==> src/rtl/inst_queue_pkg.sv <==
// Shared types and constants for the dual-issue instruction queue.
// inst_t fixes the record width; IQ_DEPTH is the default entry count.
package inst_queue_pkg;

   typedef struct packed {
      logic [29:0] pc;
      logic [31:0] word;
      logic        pred_valid;
      logic        pred_taken;
   } inst_t;

   localparam int unsigned IQ_DEPTH = 8;
   localparam int unsigned IQ_WIDTH = $bits(inst_t);

   function automatic logic [1:0] popcnt2(input logic [1:0] v);
      return {1'b0, v[0]} + {1'b0, v[1]};
   endfunction

   // An issue request of 3 is treated as 2.
   function automatic logic [1:0] clamp_issue(input logic [1:0] n);
      return (n == 2'd3) ? 2'd2 : n;
   endfunction

endpackage

==> src/rtl/inst_queue_if.sv <==
// Fetch-side and issue-side signals of the instruction queue.
// The slave modport is the queue; the master modport is its environment.
interface inst_queue_if import inst_queue_pkg::*; #(
   parameter int unsigned WIDTH = IQ_WIDTH,
   parameter int unsigned DEPTH = IQ_DEPTH
) ();

   logic                       flush_i;
   logic [1:0][WIDTH-1:0]      in_data_i;
   logic [1:0]                 in_valid_i;
   logic                       in_ready_o;
   logic [1:0][WIDTH-1:0]      out_data_o;
   logic [1:0]                 out_valid_o;
   logic [1:0]                 issue_num_i;
   logic [$clog2(DEPTH):0]     count_o;

   modport slave (
      input  flush_i, in_data_i, in_valid_i, issue_num_i,
      output in_ready_o, out_data_o, out_valid_o, count_o
   );

   modport master (
      output flush_i, in_data_i, in_valid_i, issue_num_i,
      input  in_ready_o, out_data_o, out_valid_o, count_o
   );

endinterface

==> src/rtl/inst_queue_ram.sv <==
// DEPTH x WIDTH register file for the instruction queue.
// Two write ports with per-port enables, two asynchronous read ports; no reset.
module iq_ram #(
   parameter int unsigned WIDTH = 64,
   parameter int unsigned DEPTH = 8
) (
   input  logic                     clk,
   input  logic                     we0,
   input  logic [$clog2(DEPTH)-1:0] waddr0,
   input  logic [WIDTH-1:0]         wdata0,
   input  logic                     we1,
   input  logic [$clog2(DEPTH)-1:0] waddr1,
   input  logic [WIDTH-1:0]         wdata1,
   input  logic [$clog2(DEPTH)-1:0] raddr0,
   output logic [WIDTH-1:0]         rdata0,
   input  logic [$clog2(DEPTH)-1:0] raddr1,
   output logic [WIDTH-1:0]         rdata1
);

   logic [WIDTH-1:0] mem [DEPTH];

   // Callers never enable both ports at the same address.
   always_ff @(posedge clk) begin
      if (we0) mem[waddr0] <= wdata0;
      if (we1) mem[waddr1] <= wdata1;
   end

   assign rdata0 = mem[raddr0];
   assign rdata1 = mem[raddr1];

endmodule

==> src/rtl/inst_queue.sv <==
// Dual-issue instruction queue between fetch and decode/issue.
// Accepts up to two instructions per cycle and presents the two oldest.
module inst_queue import inst_queue_pkg::*; #(
   parameter int unsigned WIDTH = IQ_WIDTH,
   parameter int unsigned DEPTH = IQ_DEPTH
) (
   input  logic         clk,
   input  logic         rst_n,
   inst_queue_if.slave  bus
);

   localparam int unsigned PW = $clog2(DEPTH);
   localparam int unsigned CW = PW + 1;

   logic [PW-1:0]    wr_ptr, rd_ptr;
   logic [CW-1:0]    count;
   logic             in_ready;
   logic             push_en;
   logic [1:0]       push_n, avail_n, pop_n;

   logic             we0, we1;
   logic [PW-1:0]    waddr1, raddr1;
   logic [WIDTH-1:0] wdata0;
   logic [WIDTH-1:0] rdata0, rdata1;

   // Readiness looks only at the registered count, keeping issue_num_i off this path.
   always_comb begin
      in_ready = (count <= CW'(DEPTH - 2));
      push_en  = in_ready && (|bus.in_valid_i) && !bus.flush_i;
      push_n   = push_en ? popcnt2(bus.in_valid_i) : 2'd0;
      avail_n  = (count >= CW'(2)) ? 2'd2 : count[1:0];
      pop_n    = clamp_issue(bus.issue_num_i);
      if (pop_n > avail_n) pop_n = avail_n;
      if (bus.flush_i)     pop_n = 2'd0;
   end

   // Compaction: the oldest valid slot always lands at wr_ptr via port 0.
   always_comb begin
      we0    = push_en;
      wdata0 = bus.in_valid_i[0] ? bus.in_data_i[0] : bus.in_data_i[1];
      we1    = push_en && (&bus.in_valid_i);
      waddr1 = wr_ptr + PW'(1);
      raddr1 = rd_ptr + PW'(1);
   end

   iq_ram #(
      .WIDTH (WIDTH),
      .DEPTH (DEPTH)
   ) u_ram (
      .clk    (clk),
      .we0    (we0),
      .waddr0 (wr_ptr),
      .wdata0 (wdata0),
      .we1    (we1),
      .waddr1 (waddr1),
      .wdata1 (bus.in_data_i[1]),
      .raddr0 (rd_ptr),
      .rdata0 (rdata0),
      .raddr1 (raddr1),
      .rdata1 (rdata1)
   );

   always_ff @(posedge clk) begin
      if (!rst_n || bus.flush_i) begin
         wr_ptr <= '0;
         rd_ptr <= '0;
         count  <= '0;
      end else begin
         wr_ptr <= wr_ptr + PW'(push_n);
         rd_ptr <= rd_ptr + PW'(pop_n);
         count  <= count + CW'(push_n) - CW'(pop_n);
      end
   end

   assign bus.in_ready_o     = in_ready;
   assign bus.count_o        = count;
   assign bus.out_valid_o    = {count >= CW'(2), count >= CW'(1)};
   assign bus.out_data_o[0]  = rdata0;
   assign bus.out_data_o[1]  = rdata1;

endmodule

==> src/flat_wrapper.sv <==
// flat-port wrapper written by rule: the top's interface ports become plain ports
module inst_queue_flat import inst_queue_pkg::*;
#(
   parameter int unsigned WIDTH = IQ_WIDTH,
   parameter int unsigned DEPTH = IQ_DEPTH
)
  (clk, rst_n, bus_flush_i, bus_in_data_i, bus_in_valid_i, bus_issue_num_i, bus_in_ready_o, bus_out_data_o, bus_out_valid_o, bus_count_o);
  inst_queue_if #(.WIDTH(WIDTH), .DEPTH(DEPTH)) bus_i ();
  input  logic clk;
  input  logic rst_n;
  input wire logic [$bits(bus_i.flush_i)-1:0] bus_flush_i;
  input wire logic [$bits(bus_i.in_data_i)-1:0] bus_in_data_i;
  input wire logic [$bits(bus_i.in_valid_i)-1:0] bus_in_valid_i;
  input wire logic [$bits(bus_i.issue_num_i)-1:0] bus_issue_num_i;
  output wire logic [$bits(bus_i.in_ready_o)-1:0] bus_in_ready_o;
  output wire logic [$bits(bus_i.out_data_o)-1:0] bus_out_data_o;
  output wire logic [$bits(bus_i.out_valid_o)-1:0] bus_out_valid_o;
  output wire logic [$bits(bus_i.count_o)-1:0] bus_count_o;
  assign bus_i.flush_i = bus_flush_i;
  assign bus_i.in_data_i = bus_in_data_i;
  assign bus_i.in_valid_i = bus_in_valid_i;
  assign bus_i.issue_num_i = bus_issue_num_i;
  assign bus_in_ready_o = bus_i.in_ready_o;
  assign bus_out_data_o = bus_i.out_data_o;
  assign bus_out_valid_o = bus_i.out_valid_o;
  assign bus_count_o = bus_i.count_o;
  inst_queue #(.WIDTH(WIDTH), .DEPTH(DEPTH)) u_core (.clk(clk), .rst_n(rst_n), .bus(bus_i));
endmodule
==> config.mk <==
export PLATFORM = sky130hd
export DESIGN_NAME = inst_queue_flat
export DESIGN_NICKNAME = d
export VERILOG_FILES = /design/src/rtl/inst_queue_pkg.sv /design/src/rtl/inst_queue_if.sv /design/src/rtl/inst_queue_ram.sv /design/src/rtl/inst_queue.sv /design/src/flat_wrapper.sv
export SDC_FILE = /design/constraint.sdc
export NUM_CORES = 1
export LEC_CHECK = 0
export BUFFER_PORTS_ARGS = -buffer_cell sky130_fd_sc_hd__buf_2
export CORE_MARGIN = 10
export CORE_UTILIZATION = 61
export DETAILED_ROUTE_END_ITERATION = 10
export GPL_TIMING_DRIVEN = 1
export PLACE_DENSITY = 0.87
export SYNTH_ARGS = -nofsm -noshare
export SYNTH_HDL_FRONTEND = slang
export SYNTH_HIERARCHICAL = 1
export SYNTH_SLANG_ARGS = --single-unit
==> constraint.sdc <==
create_clock -name clk -period 9.7 [get_ports clk]
set_input_delay 1.94 -clock clk [delete_from_list [all_inputs] [get_ports clk]]
set_output_delay 1.94 -clock clk [all_outputs]
set_load 0.05 [all_outputs]
# == After elaboration in Yosys (flattened, before gate mapping) ==
# Memories as Yosys holds them, arrays and structs flattened. A register that Yosys moved wholly into a read port is not among the register bits.
# Index checks and enable logic that the tools add are counted.
# op_classes
n_addsub,7
magnitude_cmp,4
eq_ne,1
muxes,11
reduce_logical,8
# op_table
cell,n
2-to-1 mux 64 bit,1
2-to-1 mux 2 bit,5
"adder 3 x 1 -> 3 bit, second input constant",2
adder 3 x 2 -> 3 bit,2
adder 4 x 2 -> 4 bit,1
">= comparator 4 x 1 -> 1 bit, second input constant",1
">= comparator 4 x 2 -> 1 bit, second input constant",1
"less-or-equal comparator 4 x 3 -> 1 bit, second input constant",1
2-to-1 mux 1 bit,4
subtractor 4 x 2 -> 4 bit,1
logical AND 1 bit,3
2-to-1 mux 3 bit,1
adder 1 x 1 -> 2 bit,1
"equality test 2 bit, second input constant",1
greater-than comparator 2 bit,1
zero test 1 bit,2
AND reduction 2 bit,1
OR reduction 2 bit,1
logical OR 1 bit,1
# totals
regBits,10
ramBits,512
in_bits,135
output_inout_bits,135
word_cells,35
n_memories,1
# mem_list
name,words,width,read_ports,rd_ports_with_merged_regs,wr,line_no,rtl
u_core.u_ram.mem,8,64,2,1,2,inst_queue_ram.sv:20,logic [WIDTH-1:0] mem [DEPTH];

# == Logic depth before layout (Yosys ltp) ==
# Gate-level depths: netlist (run 1).
# depth
ltp_word,7
depth_mapped,13
mapped_depth_nobuf,13

# == Cells and area by module ==
# The synthesis (run 1) kept the hierarchy.
# modules_own_cells
mod,instances,cells_each,area_per_inst_um2,seq_area_each_um2
iq_ram,1,1557,29309.4,15374.7
inst_queue,1,150,1512.7,200.2

# == Worst setup path after synthesis (run 1) ==
# No wires, ideal clock.
# synth_timing
path_type,in2reg
start,in bus_in_valid_i[0]
end,mem u_core.u_ram.mem[5][0] (enable)
setup_time_ns,0.574
arrival_time_ns,7.606
required_ns,9.126
setup_slack_ns,1.519
path_stages,7
path_buffers,2
path_cell_list,buf_2 -> buf_2 -> inv_1 -> ha_1 -> a2111oi_4 -> nand2b_1 -> o21ai_0
# synth_rtl
item,line_no,rtl
"start, declared",flat_wrapper.sv:13,input wire logic [$bits(bus_i.in_valid_i)-1:0] bus_in_valid_i;
"end, declared",inst_queue_ram.sv:20,

# == Worst setup path in the final report (run 1) ==
# layout_timing
start,reg u_core.rd_ptr[0]
end,out bus_out_data_o[74]
# layout_via
elab_chain_len,2
# layout_lines
item,line_no,rtl
"start, declared",inst_queue.sv:15,"logic [PW-1:0] wr_ptr, rd_ptr;"
"start signal, assigned",inst_queue.sv:70,rd_ptr <= rd_ptr + PW'(pop_n);
adder 3 x 1 -> 3 bit,inst_queue.sv:43,raddr1 = rd_ptr + PW'(1);
named net u_core.raddr1[0],inst_queue.sv:22,"logic [PW-1:0] waddr1, raddr1;"
memory read (8 x 64 bit),-,
"end, declared",flat_wrapper.sv:16,output wire logic [$bits(bus_i.out_data_o)-1:0] bus_out_data_o;
# The timed path passes the listed nets, and every way through them passes these cells.

==> metrics, run 1 <==
P&R area growth vs syn 11.3%; source of the worst register-to-register timing path u_core/bus.count_o[3]; cell with the most instances after synthesis mux2_2; pin count of the biggest net entering global routing 80; portion of synthesized cell area occupied by the leading cell type 0.499; post-route clock skew 0.0206 ns; leading post-synthesis cells by instance count mux2_2 (704), edfxtp_1 (512), mux4_2 (256); vias per inst 6.92; number of hold buffers added after cts 0; beginning of the critical path u_core/rd_ptr[0]; post-layout worst setup margin 3.80 ns; Slowest-stage cell, CP buf_4; syn_nets 1860; CP max FO 79; Max Clock Freq 169 MHz; number of design rule violations left after detail routing 0; mapped cell area 0.0308 mm2; post-route antenna net violation count 0; Die Outline Area 0.0599 mm2; I/O pin count 270; largest area contributor in the netlist edfxtp_1; root buffer cell clkbuf_16; post-route clock period utilization 0.608; count of warnings emitted by yosys 6; number of buffers inserted during clock tree synthesis 53; weighted congestion reported at the end of routability-driven placement 0.785; endpoint of the worst setup timing path bus_out_data_o[74]; cells traversed along the worst timing path inv_8 > buf_4 > mux4_2 > mux2_2 > buf_2; HP Start u_core/wr_ptr[2]; RR Endpoint u_core/u_ram/mem[1][57]; signal arrival time at the worst endpoint 3.96 ns; Worst Path Required 7.76 ns; drt first pass iters 5; filler cell count 3330; vertical die dimension 245 um; sort of element at the start of the critical path register; placement row count 82; Num Clock Sinks 522; number of buffers inserted to repair setup after CTS 0; per-cell routed wire length 31.7 um; status finished clean; Max clock buf depth 3; die outline width 245 um; count of cells along the worst hold path 2; Leak Pwr 0.0114 uW; slew at the pin with the worst max-slew slack 1.17 ns; dominant synthesized flop cell edfxtp_1; top cells by area in the synthesized netlist edfxtp_1 (50%), mux2_2 (26%), mux4_2 (19%); biggest cell delay along the critical path 0.95 ns; Avg Cell Area, Syn 18.1 um2; TritonCTS clock tree built; number of pins exceeding their max-slew limit in the final report 0; IR Drop Worst-Case VDD 0.000239 V; final cell count without fillers 2650; nets 2082; FF-to-FF setup slack 5.38 ns; Cells after Synth 1707; start-to-end type of the worst setup path reg2out; # placed instances 2546; estimated wirelength of the detail-placed design 47300 um; Setup TNS Final 0 ns; Total Wirelength 84000 um; Starting DRT DRC Count 2056; power density over the cells 189 mW/mm2; endpoints failing setup 0; pre-CTS setup slack 3.61 ns; Worst-Skew Late Latency 0.62 ns; clock slew at the register clock pins of the worst setup and hold paths 0.06 ns; post-synthesis sequential element count 522; Synth cell types 33; final critical-path required period 5.90 ns; MaxCap Viol Count 0; via count of the routed design 18.3k; number of enable flip-flop cells after synthesis 512; Worst R2R Path Depth 8; antenna violations before repair 10; fin util 0.685; number of port buffers 269; combined global-route utilization of all metal layers 0.278; sequential share of the synthesized area 0.505; worst slew slack as a fraction of its limit 0.222; hold violation count in the final report 0; Remaining Overflow, GRT 0; CTS H-Tree Depth 2; Async SR Flop Fraction 0; wire length of the first global-routing pass 125000 um; Hold Crit Class reg2reg; core area 0.0501 mm2; number of global-route vias before repair 19.7k; Worst Setup End Kind primary output; RSZ-0062 raised after global routing false; initial cell density of the core 0.616; post-cts repair resize count 0; ratio of cells with drive above 1 in the final layout 0.687
## worst max-delay path, delay by kind of cell, from the launching register on
kind	cells	cell delay, ns
flops	1	0.46
buf+inv	3	1.85
mux	2	0.93
## worst min-delay path by stage
| stage | endpoint | slack, ns |
|---|---|---|
| 5_1_grt | u_core/wr_ptr[2] | 0.69 |
| 2_1_floorplan | u_core/rd_ptr[2] | 0.53 |
| 3_5_place_dp | u_core/wr_ptr[2] | 0.61 |
| 6_report | u_core/wr_ptr[2] | 0.63 |
| 3_3_place_gp | u_core/wr_ptr[2] | 0.60 |
| 4_1_cts | u_core/wr_ptr[2] | 0.63 |
## cells by family (layout without fill, tap and decap cells)
group	count (synthesis)	in the layout	share of synthesized area
AO/OA/AOI/OAI	14	14	0.00349
XOR/XNOR	5	5	0.00142
adder cells (fa/ha/maj)	18	18	0.00828
buffers and inverters	149	415	0.0287
flip-flops	522	522	0.505
multiplexers	961	961	0.445
other	0	5	0
AND/OR/NAND/NOR	38	38	0.00816
## cells in the final DEF, fill, tap and decap left out, types with 6 or more instances in the layout
master and count:
and2_1 8, buf_2 268, buf_4 33, clkbuf_1 18, clkbuf_16 55, clkinv_1 8
clkinv_2 10, dfxtp_1 7, edfxtp_1 512, ha_1 13, inv_1 14, mux2_2 704
mux4_2 256, nand2b_1 6
## registers in the layout, summed over array words and instances (netlist names)
signal,cells
u_core/u_ram/mem,512
u_core/bus.count_o,4
u_core/rd_ptr,3
u_core/wr_ptr,3
## metrics by stage
| stage | cell area, um2 | power (uW) | hold slack, ns |
|---|---|---|---|
| 6_report | 34300 | 6490 | 0.633 |
| 5_1_grt | 34300 | 6700 | 0.686 |
| 4_1_cts | 34300 | 6510 | 0.626 |
| 3_5_place_dp | 32600 | 4480 | 0.611 |
| 3_3_place_gp | 32600 | 4450 | 0.595 |
| 2_1_floorplan | 30800 | 4050 | 0.527 |
## power by group
group          total (uW)  internal (uW)  switching, uW  leakage, uW
Sequential           2660           2600           53.6      0.00473
Combinational        1790            660           1130      0.00579
Clock                2040           1180            865     0.000833
## layout make-up
type | instances | area [um2] | share of cell area
tap | 672 | 841 | 0.0245
inverter | 15 | 63.8 | 0.00186
multi-input combinational | 1036 | 14500 | 0.423
timing repair buffer | 301 | 1590 | 0.0463
clock buffer | 74 | 1460 | 0.0425
antenna | 5 | 12.5 | 0.000365
clock inverter | 25 | 246 | 0.00719
sequential | 522 | 15600 | 0.454
## per-layer routing
metal	track usage	up-vias	routed length, um
li1	-	7587	-
met1	0.358	9551	30900
met2	0.467	1020	42900
met3	0.0567	162	7870
met4	0.0900	8	2350
met5	0	-	54
Power figures use the tool's default switching activity.
==> run 2: changes to the inputs <==
Clock period 9.7 ns to 5.6 ns, I/O delays scaled along.
==> metrics, run 2 (synthesis results as in run 1) <==
power density over the cells 324 mW/mm2 (was 189 mW/mm2); hold violation count in the final report 0 (unchanged); RSZ-0062 raised after global routing false (unchanged); Hold Crit Class reg2reg (unchanged); Max Clock Freq 213 MHz; IR Drop Worst-Case VDD 0.000303 V (was 0.000239 V); nets 2101 (was 2082); number of pins exceeding their max-slew limit in the final report 0 (unchanged); CTS H-Tree Depth 2 (unchanged); Max clock buf depth 3 (unchanged); max FFs per register 512 (unchanged); post-route antenna net violation count 0 (unchanged); Die Outline Area 0.0599 mm2 (unchanged); TritonCTS clock tree built (unchanged); most frequent cells in the layout mux2_2 (704), edfxtp_1 (512), buf_2 (268) (unchanged); wire length of the first global-routing pass 124000 um (was 125000 um); share of total power in combinational logic 0.279 (was 0.275); pin count of the biggest net entering global routing 76 (was 80); sort of element at the start of the critical path register (unchanged); start-to-end type of the worst setup path reg2out (unchanged); vias per inst 6.88 (was 6.92); proportion of power drawn by flip-flops and latches 0.411 (was 0.409); Worst Setup End Kind primary output (unchanged); I/O pin count 270 (unchanged); ratio of cells with drive above 1 in the final layout 0.691 (was 0.687); MaxCap Viol Count 0 (unchanged); Num Clock Sinks 522 (unchanged); slew at the pin with the worst max-slew slack 1.03 ns (was 1.17 ns); root buffer cell clkbuf_16 (unchanged); filler cell count 3294 (was 3330); number of hold buffers added after cts 0 (unchanged); number of buffers inserted during clock tree synthesis 55 (was 53); final critical-path required period 4.70 ns; Leak Pwr 0.0115 uW (was 0.0114 uW); number of global-route vias before repair 20.0k (was 19.7k); per-cell routed wire length 31.0 um (was 31.7 um); estimated wirelength of the detail-placed design 48600 um (was 47300 um); worst slew slack as a fraction of its limit 0.317 (was 0.222); signal arrival time at the worst endpoint 3.58 ns (was 3.96 ns); initial cell density of the core 0.616 (unchanged); drt first pass iters 5 (unchanged); CP max FO 34 (was 79); commonest non-fill, non-tap cell in the layout mux2_2 (unchanged); weighted congestion reported at the end of routability-driven placement 0.789 (was 0.785); number of port buffers 269 (unchanged); area of the multi-input gates 0.0145 mm2 (unchanged); switching power summed over all nets 3590 uW (was 2040 uW); post-route clock period utilization 0.839; FF+latch area 0.0156 mm2 (unchanged); combined global-route utilization of all metal layers 0.274 (was 0.278); clock slew at the register clock pins of the worst setup and hold paths 0.06 ns (about the same); core area 0.0501 mm2 (unchanged); post-route clock skew 0.0206 ns (about the same); status finished clean (unchanged); antenna violations before repair 9 (was 10); number of design rule violations left after detail routing 0 (unchanged); cell internal pwr 7610 uW (was 4440 uW); number of buffers inserted to repair setup after CTS 0 (unchanged); register containing the most flip-flops in the final layout u_core/u_ram/mem (unchanged); die outline width 245 um (unchanged); Worst Path Required 4.48 ns (was 7.76 ns); post-cts repair resize count 0 (unchanged); pre-CTS setup slack 1.30 ns (was 3.61 ns); Sw Share 0.320 (was 0.315); via count of the routed design 18.4k (was 18.3k); Remaining Overflow, GRT 0 (unchanged); vertical die dimension 245 um (unchanged); post-layout worst setup margin 0.902 ns (was 3.80 ns); Worst-Skew Late Latency 0.62 ns (about the same); Clock Power Share 0.311 (was 0.315); Starting DRT DRC Count 2072 (was 2056); power consumption 11200 uW (was 6490 uW); hold slack final 0.634 ns (was 0.633 ns); fin util 0.690 (was 0.685); endpoints failing setup 0 (unchanged); Total Wirelength 82900 um (was 84000 um); P&R area growth vs syn 12.1% (was 11.3%); placement row count 82 (unchanged)
## run 2: cell count changes in the layout (fill, tap and decap cells not counted), moves of 2 or more
cell and delta:
buf_12 +13, clkbuf_1 -7, buf_4 +4, clkinv_1 +4, clkinv_2 +3, inv_6 +3
bufinv_16 -2, clkinvlp_4 +2
## run 2: power by group through the flow
stage / Combinational, uW / Clock (uW) / Sequential (uW)
finish: 3120 / 3480 / 4600
CTS: 3130 / 3510 / 4600
global placement: 3060 / 0 / 4660
global route: 3280 / 3660 / 4610
detailed placement: 3110 / 0 / 4680
floorplan: 2350 / 0 / 4670
## run 2: through the flow
step / setup TNS (ns) / instance area [um2] / cells
after detailed placement: 0 / 32900 / 2563
after CTS: 0 / 34600 / 2665
final: 0 / 34600 / 2671
after floorplan: -30.12 / 30800 / 1707
after global placement: 0 / 32900 / 2563
after global routing: 0 / 34600 / 2669
## run 2: cell type report
cell class | count | area share
sequential | 522 | 0.451
multi-input combinational | 1036 | 0.419
timing repair buffer | 318 | 0.0544
clock buffer | 66 | 0.0410
tap | 672 | 0.0243
clock inverter | 36 | 0.00771
inverter | 15 | 0.00185
antenna | 6 | 0.000434
## run 2: worst max-delay path, stage by stage (launching register included)
cell and delay [ns]:
dfxtp_4 0.71, ha_4 0.24, xor2_4 0.75, buf_12 0.33
mux4_2 0.34, mux2_2 0.32, buf_2 0.22
## run 2: metal layers
layer	GRT usage	part of all wire	vias to the layer above
li1	-	-	7631
met1	0.358	0.38	9580
met2	0.453	0.50	1009
met3	0.0601	0.095	154
met4	0.0879	0.025	10
met5	0	0.00088	-
## run 2: worst paths after layout
check	from	to	slack, ns	depth (start not counted)
min	u_core/wr_ptr[2]	u_core/wr_ptr[2]	0.63	2
max	u_core/rd_ptr[1]	bus_out_data_o[106]	0.90	6
min reg2reg	u_core/wr_ptr[2]	u_core/wr_ptr[2]	0.63	2
max reg2reg	u_core/bus.count_o[3]	u_core/u_ram/mem[2][28]	1.96	9
==> run 3: changes to the inputs <==
Settings changed: CORE_UTILIZATION 61 to 55, PLACE_DENSITY 0.87 to 0.83.
Clock period 5.6 ns to 3.77 ns, I/O delays scaled along.
==> metrics, run 3 (synthesis results as in run 1) <==
IR Drop Worst-Case VDD 0.000716 V (was 0.000303 V); Remaining Overflow, GRT 0 (unchanged); core area 0.0553 mm2 (was 0.0501 mm2); antenna violations before repair 4 (was 9); estimated wirelength of the detail-placed design 50600 um (was 48600 um); Worst Path Required 3.02 ns (was 4.48 ns); MaxCap Viol Count 0 (unchanged); commonest non-fill, non-tap cell in the layout mux2_2 (unchanged); Max Clock Freq 271 MHz; number of design rule violations left after detail routing 0 (unchanged); ratio of cells with drive above 1 in the final layout 0.691 (about the same); root buffer cell clkbuf_16 (unchanged); Starting DRT DRC Count 1833 (was 2072); RSZ-0062 raised after global routing false (unchanged); via count of the routed design 18.4k (about the same); max FFs per register 512 (unchanged); post-route antenna net violation count 0 (unchanged); die outline width 257 um (was 245 um); sort of element at the start of the critical path register (unchanged); Max clock buf depth 3 (unchanged); post-route clock skew 0.0288 ns (was 0.0206 ns); status finished clean (unchanged); Setup TNS Final 0 ns (unchanged); cells traversed along the worst timing path ha_4 > xor2_4 > buf_12 > mux4_2 > mux2_2 > buf_2 (unchanged); vias per inst 6.70 (was 6.88); weighted congestion reported at the end of routability-driven placement 0.787 (was 0.789); number of global-route vias before repair 19.8k (was 20.0k); register containing the most flip-flops in the final layout u_core/u_ram/mem (unchanged); worst slew slack as a fraction of its limit 0.408 (was 0.317); Slowest-stage cell, CP buf_12 (was xor2_4); P&R area growth vs syn 13.2% (was 12.1%); signal arrival time at the worst endpoint 2.94 ns (was 3.58 ns); number of hold buffers added after cts 0 (unchanged); final critical-path required period 3.69 ns; power density over the cells 480 mW/mm2 (was 324 mW/mm2); initial cell density of the core 0.557 (was 0.616); hold violation count in the final report 0 (unchanged); Die Outline Area 0.0659 mm2 (was 0.0599 mm2); slew at the pin with the worst max-slew slack 0.888 ns (was 1.03 ns); wire length of the first global-routing pass 127000 um (was 124000 um); per-cell routed wire length 30.7 um (was 31.0 um); Total Wirelength 84200 um (was 82900 um); post-cts repair resize count 0 (unchanged); post-route clock period utilization 0.980; hold slack final 0.551 ns (was 0.634 ns); nets 2106 (was 2101); pin count of the biggest net entering global routing 130 (was 76); CTS H-Tree Depth 2 (unchanged); Leak Pwr 0.0116 uW (was 0.0115 uW); Num Clock Sinks 522 (unchanged); CP max FO 80 (was 34); number of buffer and inverter instances along the worst setup path 2 (unchanged); I/O pin count 270 (unchanged); drt first pass iters 5 (unchanged); Worst-Skew Late Latency 0.62 ns (about the same); Worst Setup End Kind primary output (unchanged); number of buffers inserted to repair setup after CTS 0 (unchanged); TritonCTS clock tree built (unchanged); number of buffers inserted during clock tree synthesis 54 (was 55); combined global-route utilization of all metal layers 0.253 (was 0.274); biggest cell delay along the critical path 0.49 ns (was 0.75 ns); number of pins exceeding their max-slew limit in the final report 0 (unchanged); Largest delay share family, worst path multiplexers (was XOR/XNOR gates); filler cell count 3889 (was 3294); clock slew at the register clock pins of the worst setup and hold paths 0.06 ns (about the same); placement row count 86 (was 82); start-to-end type of the worst setup path reg2out (unchanged); most frequent cells in the layout mux2_2 (704), edfxtp_1 (512), buf_2 (268) (unchanged); Hold Crit Class in2reg (was reg2reg); vertical die dimension 257 um (was 245 um); number of port buffers 269 (unchanged); endpoints failing setup 0 (unchanged)
-- run 3: changes by cell type in the layout (fill, tap and decap cells not counted), moves of 3 or more --
cell	delta
clkinv_1	+3
buf_4	-11
diode_2	-4
clkinv_2	-4
buf_12	+17
inv_6	-3
clkbuf_1	-3
-- run 3: worst paths after layout --
check / start / end / slack (ns) / depth (start not counted)
hold / removal: bus_in_data_i[85] / u_core/u_ram/mem[1][21] / 0.55 / 2
hold reg to reg: u_core/wr_ptr[2] / u_core/wr_ptr[2] / 0.62 / 2
setup reg to reg: u_core/bus.count_o[3] / u_core/u_ram/mem[0][17] / 0.49 / 9
setup / recovery: u_core/rd_ptr[0] / bus_out_data_o[78] / 0.08 / 6
-- run 3: final cells by class --
class / instances / area [um2] / area share
Inverter: 15 / 63.8 / 0.00183
Tap cell: 748 / 936 / 0.0268
Timing Repair Buffer: 324 / 2140 / 0.0612
Antenna cell: 2 / 5.00 / 0.000143
Sequential cell: 522 / 15600 / 0.447
Clock buffer: 63 / 1410 / 0.0403
Clock inverter: 31 / 268 / 0.00767
Multi-Input combinational cell: 1036 / 14500 / 0.415
-- run 3: metal layers --
layer	track usage	part of all wire
met2	0.432	0.51
met3	0.0614	0.094
met1	0.314	0.37
met5	0	0.00032
met4	0.0764	0.027
-- run 3: per-stage QoR --
step	setup WS [ns]	instances	utilization	cell area (um2)	power (uW)
6_report	0.0755	2741	0.631	34900	16700
5_1_grt	0.00164	2740	0.631	34900	17300
4_1_cts	0.0825	2739	0.631	34900	16800
3_5_place_dp	0.442	2645	0.601	33200	11700
3_3_place_gp	0.485	2645	0.601	33200	11600
2_1_floorplan	-0.333	1707	-	30800	10400
-- run 3: report_power, final --
group	leakage, uW	switching [uW]	internal (uW)	total (uW)
Clock	0.000821	2230	2980	5200
Sequential	0.00473	120	6690	6810
Combinational	0.00601	2950	1770	4730
Total	0.0116	5300	11400	16700
